$ cat src/rtl/sync_fifo_pkg.sv
// Shared sizing helpers and parameter-legality checks for sync_fifo_flags.
package sync_fifo_pkg;

  function automatic int unsigned clog2(input int unsigned value);
    int unsigned res;
    res = 0;
    for (int unsigned v = 1; v < value; v = v << 1) begin
      res++;
    end
    return res;
  endfunction

  function automatic bit is_pow2(input int unsigned value);
    return (value != 0) && ((value & (value - 1)) == 0);
  endfunction

  function automatic int unsigned addr_w(input int unsigned depth);
    return clog2(depth);
  endfunction

  // One extra bit so a count of exactly DEPTH is representable.
  function automatic int unsigned cnt_w(input int unsigned depth);
    return clog2(depth) + 1;
  endfunction

  function automatic bit depth_legal(input int unsigned depth);
    return is_pow2(depth) && (depth >= 2);
  endfunction

  function automatic bit af_legal(input int unsigned af, input int unsigned depth);
    return (af >= 1) && (af <= depth);
  endfunction

  function automatic bit ae_legal(input int unsigned ae, input int unsigned depth);
    return ae <= (depth - 1);
  endfunction

endpackage

$ cat src/rtl/sync_fifo_mem.sv
// WIDTH x DEPTH register array: one synchronous write port, one asynchronous read port, no reset.
module sync_fifo_mem
  import sync_fifo_pkg::*;
#(
  parameter int unsigned WIDTH = 8,
  parameter int unsigned DEPTH = 8
) (
  input  logic                       clk_i,
  input  logic                       we_i,
  input  logic [addr_w(DEPTH)-1:0]   waddr_i,
  input  logic [WIDTH-1:0]           wdata_i,
  input  logic [addr_w(DEPTH)-1:0]   raddr_i,
  output logic [WIDTH-1:0]           rdata_o
);

  logic [WIDTH-1:0] mem_q [DEPTH];

  always_ff @(posedge clk_i) begin
    if (we_i) begin
      mem_q[waddr_i] <= wdata_i;
    end
  end

  assign rdata_o = mem_q[raddr_i];

endmodule

$ cat src/rtl/sync_fifo_flags.sv
// Single-clock FIFO with occupancy count, almost-full/empty and sticky error flags.
// Define SYNC_FIFO_FWFT_EN for first-word fall-through output; default is registered read.
module sync_fifo_flags
  import sync_fifo_pkg::*;
#(
  parameter int unsigned WIDTH     = 8,
  parameter int unsigned DEPTH     = 8,
  parameter int unsigned AF_THRESH = DEPTH - 2,
  parameter int unsigned AE_THRESH = 1
) (
  input  logic                      clk_i,
  input  logic                      reset_ni,
  input  logic [WIDTH-1:0]          din_i,
  input  logic                      wr_en_i,
  input  logic                      rd_en_i,
  input  logic                      clr_err_i,
  output logic [WIDTH-1:0]          dout_o,
  output logic                      rd_valid_o,
  output logic                      full_o,
  output logic                      empty_o,
  output logic                      almost_full_o,
  output logic                      almost_empty_o,
  output logic [cnt_w(DEPTH)-1:0]   count_o,
  output logic                      overflow_o,
  output logic                      underflow_o
);

  localparam int unsigned ADDR_W = addr_w(DEPTH);
  localparam int unsigned CNT_W  = cnt_w(DEPTH);

  localparam logic [ADDR_W:0]  PTR_INC  = {{ADDR_W{1'b0}}, 1'b1};
  localparam logic [CNT_W-1:0] CNT_FULL = CNT_W'(DEPTH);
  localparam logic [CNT_W-1:0] CNT_AF   = CNT_W'(AF_THRESH);
  localparam logic [CNT_W-1:0] CNT_AE   = CNT_W'(AE_THRESH);

  if (!depth_legal(DEPTH)) begin : g_bad_depth
    $error("sync_fifo_flags: DEPTH must be a power of two and >= 2");
  end
  if (!af_legal(AF_THRESH, DEPTH)) begin : g_bad_af
    $error("sync_fifo_flags: AF_THRESH must be in 1..DEPTH");
  end
  if (!ae_legal(AE_THRESH, DEPTH)) begin : g_bad_ae
    $error("sync_fifo_flags: AE_THRESH must be in 0..DEPTH-1");
  end
  if (WIDTH < 1) begin : g_bad_width
    $error("sync_fifo_flags: WIDTH must be >= 1");
  end

  logic [ADDR_W:0]  wr_ptr_q, wr_ptr_d;
  logic [ADDR_W:0]  rd_ptr_q, rd_ptr_d;
  logic [CNT_W-1:0] count_d;
  logic             full_q, full_d;
  logic             empty_q, empty_d;
  logic             afull_q, afull_d;
  logic             aempty_q, aempty_d;
  logic             ovf_q, ovf_d;
  logic             udf_q, udf_d;
  logic             wr_acc, rd_acc;
  logic [WIDTH-1:0] mem_rdata;

  sync_fifo_mem #(
    .WIDTH (WIDTH),
    .DEPTH (DEPTH)
  ) u_mem (
    .clk_i   (clk_i),
    .we_i    (wr_acc),
    .waddr_i (wr_ptr_q[ADDR_W-1:0]),
    .wdata_i (din_i),
    .raddr_i (rd_ptr_q[ADDR_W-1:0]),
    .rdata_o (mem_rdata)
  );

  // Occupancy comes from the pointer difference (wrap bit included), so a
  // simultaneous accepted read and write leaves it unchanged by construction.
  always_comb begin
    wr_acc   = wr_en_i & ~full_q;
    rd_acc   = rd_en_i & ~empty_q;
    wr_ptr_d = wr_acc ? wr_ptr_q + PTR_INC : wr_ptr_q;
    rd_ptr_d = rd_acc ? rd_ptr_q + PTR_INC : rd_ptr_q;
    count_d  = wr_ptr_d - rd_ptr_d;
    full_d   = (count_d == CNT_FULL);
    empty_d  = (count_d == '0);
    afull_d  = (count_d >= CNT_AF);
    aempty_d = (count_d <= CNT_AE);
    ovf_d    = (wr_en_i & full_q)  | (ovf_q & ~clr_err_i);
    udf_d    = (rd_en_i & empty_q) | (udf_q & ~clr_err_i);
  end

  always_ff @(posedge clk_i or negedge reset_ni) begin
    if (!reset_ni) begin
      wr_ptr_q <= '0;
      rd_ptr_q <= '0;
      full_q   <= 1'b0;
      empty_q  <= 1'b1;
      afull_q  <= 1'b0;
      aempty_q <= 1'b1;
      ovf_q    <= 1'b0;
      udf_q    <= 1'b0;
    end else begin
      wr_ptr_q <= wr_ptr_d;
      rd_ptr_q <= rd_ptr_d;
      full_q   <= full_d;
      empty_q  <= empty_d;
      afull_q  <= afull_d;
      aempty_q <= aempty_d;
      ovf_q    <= ovf_d;
      udf_q    <= udf_d;
    end
  end

`ifdef SYNC_FIFO_FWFT_EN
  assign dout_o     = empty_q ? '0 : mem_rdata;
  assign rd_valid_o = ~empty_q;
`else
  logic [WIDTH-1:0] dout_q, dout_d;
  logic             rd_valid_q, rd_valid_d;

  always_comb begin
    dout_d     = rd_acc ? mem_rdata : dout_q;
    rd_valid_d = rd_acc;
  end

  always_ff @(posedge clk_i or negedge reset_ni) begin
    if (!reset_ni) begin
      dout_q     <= '0;
      rd_valid_q <= 1'b0;
    end else begin
      dout_q     <= dout_d;
      rd_valid_q <= rd_valid_d;
    end
  end

  assign dout_o     = dout_q;
  assign rd_valid_o = rd_valid_q;
`endif

  assign count_o        = wr_ptr_q - rd_ptr_q;
  assign full_o         = full_q;
  assign empty_o        = empty_q;
  assign almost_full_o  = afull_q;
  assign almost_empty_o = aempty_q;
  assign overflow_o     = ovf_q;
  assign underflow_o    = udf_q;

endmodule
$ cat config.mk
export PLATFORM = sky130hd
export DESIGN_NAME = sync_fifo_flags
export DESIGN_NICKNAME = d
export VERILOG_FILES = /design/src/rtl/sync_fifo_pkg.sv /design/src/rtl/sync_fifo_mem.sv /design/src/rtl/sync_fifo_flags.sv
export SDC_FILE = /design/constraint.sdc
export NUM_CORES = 1
export LEC_CHECK = 0
export CAP_MARGIN = 20
export CORE_MARGIN = 4
export CORE_UTILIZATION = 40
export DETAILED_ROUTE_END_ITERATION = 6
export GPL_TIMING_DRIVEN = 0
export PLACE_DENSITY_LB_ADDON = 0.12
export SYNTH_ARGS = -nofsm -noshare
export SYNTH_HDL_FRONTEND = slang
export SYNTH_HIERARCHICAL = 1
export SYNTH_SLANG_ARGS = --single-unit
$ cat constraint.sdc
create_clock -name clk_i -period 3.2 [get_ports clk_i]
set_clock_uncertainty 0.1 [all_clocks]
set_input_delay 0.64 -clock clk_i [delete_from_list [all_inputs] [get_ports clk_i]]
set_output_delay 0.64 -clock clk_i [all_outputs]
set_load 0.01 [all_outputs]
### After elaboration in Yosys (flattened, before gate mapping)

Memory sizes are Yosys's and may differ from the RTL's. A register that Yosys moved wholly into a read port is not among the register bits.
Cells that the tools add are included.

| word-level totals | value |
|---|---|
| bits in registers | 15 |
| memory bits (writable) | 64 |
| input bits | 13 |
| word-level logic and storage cells | 34 |
| memories kept | 1 |

Memory list:

| memory | depth | bits a word | rd ports | clocked after Yosys merged registers in | wr ports | RTL line | source |
|---|---|---|---|---|---|---|---|
| u_mem.mem_q | 8 | 8 | 1 | 1 | 1 | sync_fifo_mem.sv:16 | `logic [WIDTH-1:0] mem_q [DEPTH];` |

| cells by class | value |
|---|---|
| add/subtract/negate cells | 4 |
| magnitude comparators | 2 |
| equality and inequality tests | 1 |
| mux-type cells | 4 |
| bitwise gates (word level) | 11 |
| reductions and logical operators | 2 |

Operators with widths:

| kind | count |
|---|---|
| adder 4 x 1 -> 4 bit (second input constant) | 2 |
| two-way mux 4 bit | 2 |
| subtractor 4 bit | 2 |
| AND 1 bit | 6 |
| == test 4 bit (second input constant) | 1 |
| greater-or-equal comparator 4 x 3 -> 1 bit (second input constant) | 1 |
| less-or-equal comparator 4 x 1 -> 1 bit (second input constant) | 1 |
| logical NOT 4 bit | 1 |
| NOT 1 bit | 3 |
| two-way mux 1 bit | 2 |
| OR 1 bit | 2 |
| logical NOT 1 bit | 1 |

### Longest topological paths before layout

Gate-level depths: netlist (run 1).

| logic depth | value |
|---|---|
| depth in word-level cells | 5 |
| depth in mapped cells | 10 |
| depth with buffers taken out | 9 |

### Hierarchy

Netlist (run 1), hierarchy kept.

Modules (own cells, without submodules):

| module | instances | cells an instance | area each (um2) | sequential area each (um2) |
|---|---|---|---|---|
| sync_fifo_mem | 1 | 106 | 2531.2 | 1921.8 |
| sync_fifo_flags | 1 | 110 | 1163.6 | 578.1 |

### Worst setup path after synthesis (run 1)

Ideal clock, no wire load.

| timing path | value |
|---|---|
| path type | input -> register |
| start point | in rd_en_i |
| end point | reg afull_q, in the netlist almost_full_o |
| setup time | 0.118 ns |
| arrival time | 2.348 ns |
| required time | 2.982 ns |
| setup slack | 0.634 ns |
| stages on the path | 10 |
| path buffers | 2 |
| cells stage by stage | nand2b_1 -> buf_6 -> inv_4 -> clkbuf_1 -> a21oi_1 -> ha_1 -> a21o_1 -> a21oi_1 -> xnor3_1 -> a21o_1 |

| between the ends | value |
|---|---|
| longest elaborated chain between the ends | 4 |

Ends and longest elaborated chain:

| what | RTL line | source |
|---|---|---|
| start: declaration | sync_fifo_flags.sv:15 | `input logic rd_en_i,` |
| AND 1 bit | sync_fifo_flags.sv:77 | `rd_acc = rd_en_i & ~empty_q;` |
| via rd_acc | sync_fifo_flags.sv:58 | `logic wr_acc, rd_acc;` |
| two-way mux 4 bit | sync_fifo_flags.sv:79 | `rd_ptr_d = rd_acc ? rd_ptr_q + PTR_INC : rd_ptr_q;` |
| subtractor 4 bit | sync_fifo_flags.sv:80 | `count_d = wr_ptr_d - rd_ptr_d;` |
| greater-or-equal comparator 4 x 3 -> 1 bit | sync_fifo_flags.sv:83 | `afull_d = (count_d >= CNT_AF);` |
| via afull_d | sync_fifo_flags.sv:54 | `logic afull_q, afull_d;` |
| end signal: assignment | sync_fifo_flags.sv:104 | `afull_q <= afull_d;` |
| end: declaration | sync_fifo_flags.sv:54 |  |

The timed path passes the listed nets, and every way through them passes these cells.

### Worst setup path after layout (run 1)

| timing path | value |
|---|---|
| start point | reg wr_ptr_q[1] |
| end point | out count_o[3] |

| between the ends | value |
|---|---|
| longest elaborated chain between the ends | 1 |

Ends and longest elaborated chain:

| what | RTL line | source |
|---|---|---|
| start: declaration | sync_fifo_flags.sv:49 | `logic [ADDR_W:0] wr_ptr_q, wr_ptr_d;` |
| start signal: assignment | sync_fifo_flags.sv:100 | `wr_ptr_q <= wr_ptr_d;` |
| subtractor 4 bit | sync_fifo_flags.sv:137 | `assign count_o = wr_ptr_q - rd_ptr_q;` |
| end: declaration | sync_fifo_flags.sv:23 | `output logic [cnt_w(DEPTH)-1:0] count_o,` |

No other way between the ends.

==> results.cfg, run 1 <==
[synthesis]
yosysSeqAreaShare = 0.677
synth_area_leaders = edfxtp_1 52%, dfrtp_1 14%, mux4_1 11%
ys_types = 31
synth_area_um2 = 3690
synth_ff_type = edfxtp_1
synthCells = 216
synth_area_per_cell_um2 = 17.1
ys_ff_latch = 87
syn-num-nets = 239
synth_enable_flop_cells = 64
synth_top_area_frac = 0.520
yosysTopAreaCell = edfxtp_1
yosys_warnings = 6
async_flop_share = 0.264

[die]
die_y_um = 104
die_x_um = 104
dieArea_um2 = 10800
start_util = 0.418
row_count = 34
num_io_pins = 32
fp.coreArea_um2 = 8850

[clocking]
cts_sinks = 87
cts-root-buf = clkbuf_8
clock_latency_ns = 0.34
cts_buffer_depth = 2
cts_hold_buffers = 0
cts_tree = built
path_clk_slew_ns = 0.08
h-tree-depth = 3
numCtsBuffers = 9

[sta]
rsz0062_at_grt = false
final-setup-viol-count = 0
slew_headroom = 0.309
fmax_ghz = 0.328
holdWs_ns = 0.379
finalHoldViolCount = 0
finalCritPeriodShare = 0.952
maxSlewViolCount = 0
worst_pin_slew_ns = 1.03
min_period_ns = 3.05

[global_routing]
grt_pass1_wl_um = 11100
grtUsageTotal = 0.135
grt_max_degree = 18
first_global_vias = 1960
grt_antenna_before_repair = 0
grt_overflow = 0

[setup_path]
start_kind = flip-flop
cp.required_ns = 2.46
arrival_ns = 2.31
cp-end-kind = primary output
criticalPathCategory = flip-flop to primary output
worstPathMaxFanout = 9

[routing]
drt-total-wl_um = 6710
dr.pass1.iters = 5
drc = 0
vias = 1880
drtIter0Drc = 49
postRouteAntennaNets = 0
vias_per_cell = 5.08
wire_per_inst_um = 18.1

[final_layout]
final_cell_mix = 64 x edfxtp_1, 32 x nand2_1, 31 x clkdlybuf4s50_1
final_common_cell = edfxtp_1
num_antenna_cells = 0
post-route-util = 0.494
syn_to_final_growth_pct = 18.3
drive_gt1_frac = 0.153
nNetsFinal = 281

[power_and_ir_drop]
vdd_drop_max_uv = 336
p_per_area_nw_per_um2 = 938
p_leak_nw = 1.65

[flow_run]
maxCapViolations = 0

[outcome]
outcome = complete, no violations

[worst_hold_path]
hp-class = flip-flop to flip-flop

[place]
gp_congestion = 0.712
port_buffers = 31
hpwl_um = 4400
[synth_stat cells, types with 2 or more instances]
master     n
mux2_2     8
buf_6      3
xnor2_1    7
a21oi_1    3
edfxtp_1  64
fa_1       2
nor2_1     9
mux4_1    15
clkbuf_1   2
dfstp_2    2
o21ai_0    3
nand2_1   32
inv_1     14
nor3_1     3
dfrtp_1   21
a21o_1     3
nand2b_1   4
ha_1       8
[where the power goes]
group	total (W)	leakage [nW]	internal, W	switching (W)
combinational	0.00173	0.704	0.000933	0.000800
sequential	0.00162	0.857	0.00147	0.000155
clock	0.000740	0.0879	0.000360	0.000380
[layer usage]
layer,global-route usage,up-vias,wire length [um]
met1,0.175,949,3060
met4,0.0313,0,38
li1,-,885,-
met5,0,-,0
met2,0.226,42,3340
met3,0.0410,4,270
[state kept, by name (all words and copies together) (netlist names)]
signal          flops
almost_empty_o      1
underflow_o         1
full_o              1
rd_ptr_q            4
dout_o              8
empty_o             1
almost_full_o       1
rd_valid_o          1
u_mem/mem_q        64
overflow_o          1
wr_ptr_q            4
[layout make-up]
class	instances	area, um2
multi-input cells	106	1080
flip-flops and latches	87	2500
clock inverters	6	70.1
fillers	800	4480
well taps	108	135
repair buffers	32	338
inverters	15	58.8
plain buffers	7	66.3
clock buffers	9	124
[critical path, stage by stage, from the launching register on]
cell,delay [ns]
dfrtp_1,0.61
ha_1,0.31
a21o_1,0.17
a21oi_1,0.19
xnor2_1,0.13
clkdlybuf4s50_1,0.55
[path summary, 6_finish.rpt]
kind | start | endpoint | slack, ns | depth (start not counted)
max in group asynchronous | reset_ni | almost_empty_o | 1.94 | 2
max reg2reg | wr_ptr_q[1] | almost_full_o | 0.65 | 7
max | wr_ptr_q[1] | count_o[3] | 0.15 | 5
min reg2reg | dout_o[6] | dout_o[6] | 0.38 | 2
min | dout_o[6] | dout_o[6] | 0.38 | 2
min in group asynchronous | reset_ni | dout_o[1] | 0.52 | 1
[cells by family after synthesis]
group                    synth area share
XOR/XNOR                           0.0339
adder cells (fa/ha/maj)            0.0379
multiplexers                        0.137
flip-flops                          0.677
AND/OR/NAND/NOR                    0.0654
buffers and inverters              0.0349
AO/OA/AOI/OAI                      0.0142
[metrics by stage]
step | std cells | total power, W | TNS (ns) | setup WS, ns | area [um2]
4_1_cts | 371 | 0.00417 | 0 | 0.0530 | 4370
5_1_grt | 370 | 0.00443 | 0 | 0.0406 | 4370
6_report | 370 | 0.00410 | 0 | 0.152 | 4370
3_5_place_dp | 356 | 0.00341 | -1.13 | -0.324 | 4180
3_3_place_gp | 355 | 0.00339 | -1.59 | -0.323 | 4140
2_1_floorplan | 216 | 0.00279 | 0 | 0.634 | 3690
[repair_timing]
item                       in CTS  in global routing
setup endpoints to repair       0                  5
setup buffers                   0                  0
gates resized for setup         0                  1
(Power assumes the default switching activity.)
==> run 2: changes to the inputs <==
- CAP_MARGIN: 20 -> not set
- PLACE_DENSITY_LB_ADDON: 0.12 -> not set
==> run 2 against run 1 <==
Cell count unchanged. Sequential cell count did not move. Final area down 0.95%. Sequential power about the same. Die area unchanged. Clock power shrank 6.2%. Largest cell class unchanged. Sequential share of layout area up 0.58 points. Largest power group unchanged. Wire length up 0.19%. Hold slack improved by 0.0034 ns. Non-clock buffer count decreased by 1. Core utilization decreased by 0.47 points. First-iteration DRC count increased by 14%.
==> results.cfg, run 2 (synthesis gave the netlist of run 1 again) <==
[sta]
rsz0062_at_grt = false
finalHoldViolCount = 0
holdWs_ns = 0.383
worst_pin_slew_ns = 1.04
min_period_ns = 2.99
slew_headroom = 0.307
fmax_ghz = 0.334
maxSlewViolCount = 0
finalCritPeriodShare = 0.936
final-setup-viol-count = 0

[clocking]
cts_setup_buffers = 0
cts_tree = built
cts-root-buf = clkbuf_8
numCtsBuffers = 9
h-tree-depth = 3
clock_latency_ns = 0.36
path_clk_slew_ns = 0.09
cts_buffer_depth = 2
cts_sinks = 87

[setup_path]
slowest_delay_ns = 0.55
arrival_ns = 2.25
cp.buffers_inverters = 1
cp_cell_sequence = ha_1 -> a21o_1 -> a21oi_1 -> xnor2_1 -> clkdlybuf4s50_1
worstPathMaxFanout = 9
critPathTopFamily = buffers and inverters
critPathSlowestCell = clkdlybuf4s50_1
criticalPathCategory = flip-flop to primary output
cp-end-kind = primary output
cp.required_ns = 2.46
start_kind = flip-flop

[routing]
dr.pass1.iters = 4
vias_per_cell = 5.05
drtIter0Drc = 56
postRouteAntennaNets = 0
vias = 1868
drt-total-wl_um = 6720
wire_per_inst_um = 18.2
drc = 0

[flow_run]
maxCapViolations = 0

[final_layout]
final_common_cell = edfxtp_1
num_antenna_cells = 0
syn_to_final_growth_pct = 17.1
drive_gt1_frac = 0.153
nNetsFinal = 280
post-route-util = 0.489
final_cell_mix = 64 x edfxtp_1, 32 x nand2_1, 31 x clkdlybuf4s50_1
largest_register_ff_count = 64
largest-register = u_mem/mem_q

[die]
num_io_pins = 32
row_count = 34
die_y_um = 104
fp.coreArea_um2 = 8850
start_util = 0.418
die_x_um = 104
dieArea_um2 = 10800

[global_routing]
grt_max_degree = 24
first_global_vias = 1913
grtUsageTotal = 0.137
grt_overflow = 0
grt_pass1_wl_um = 11100
grt_antenna_before_repair = 0

[power_and_ir_drop]
p_leak_nw = 1.64
p_per_area_nw_per_um2 = 945
vdd_drop_max_uv = 293

[place]
port_buffers = 31
hpwl_um = 4360
gp_congestion = 0.730

[outcome]
outcome = complete, no violations

[worst_hold_path]
hp-class = flip-flop to flip-flop
## run 2: stage by stage
| step | setup TNS, ns | cell area [um2] | cells | total power [W] | setup WS, ns |
|---|---|---|---|---|---|
| after global routing | 0 | 4330 | 370 | 0.00440 | 0.0610 |
| after CTS | 0 | 4330 | 371 | 0.00415 | 0.0724 |
| final | 0 | 4330 | 370 | 0.00409 | 0.206 |
| after floorplan | 0 | 3690 | 216 | 0.00279 | 0.634 |
| after global placement | -1.09 | 4140 | 355 | 0.00340 | -0.249 |
| after detailed placement | -0.718 | 4150 | 355 | 0.00343 | -0.214 |
## run 2: layout make-up
| type | count | area, um2 |
|---|---|---|
| repair buffers | 31 | 310 |
| inverters | 15 | 58.8 |
| well taps | 108 | 135 |
| fillers | 771 | 4520 |
| clock inverters | 7 | 55.1 |
| flip-flops and latches | 87 | 2500 |
| multi-input cells | 106 | 1080 |
| clock buffers | 9 | 124 |
| plain buffers | 7 | 66.3 |
## run 2: path summary, 6_finish.rpt
check	from	end	slack, ns	cells past startpoint
max in group asynchronous	reset_ni	wr_ptr_q[0]	1.57	1
hold reg to reg	dout_o[5]	dout_o[5]	0.38	2
setup reg to reg	empty_o	almost_full_o	0.68	9
hold / removal	dout_o[5]	dout_o[5]	0.38	2
min in group asynchronous	reset_ni	wr_ptr_q[2]	0.74	1
setup / recovery	wr_ptr_q[1]	count_o[3]	0.21	5
## run 2: worst min-delay path: stages (launching register included)
cell,delay (ns)
dfrtp_1,0.35
nand2_1,0.05
nand2_1,0.05
## run 2: routing by layer
metal / global-route usage / up-vias / part of all wire
li1: - / 880 / -
met1: 0.187 / 933 / 0.46
met2: 0.211 / 44 / 0.47
met3: 0.0360 / 11 / 0.045
met4: 0.0503 / 0 / 0.015
met5: 0 / - / 0
## run 2: power breakdown
group	leakage [nW]	internal [W]	switching, W
Combinational	0.692	0.000933	0.000837
Sequential	0.856	0.00147	0.000156
Clock	0.0935	0.000291	0.000403
## run 2: repair_timing
action	in CTS	in global routing
setup endpoints to repair	0	5
resized for setup	0	2
hold buffers	0	0
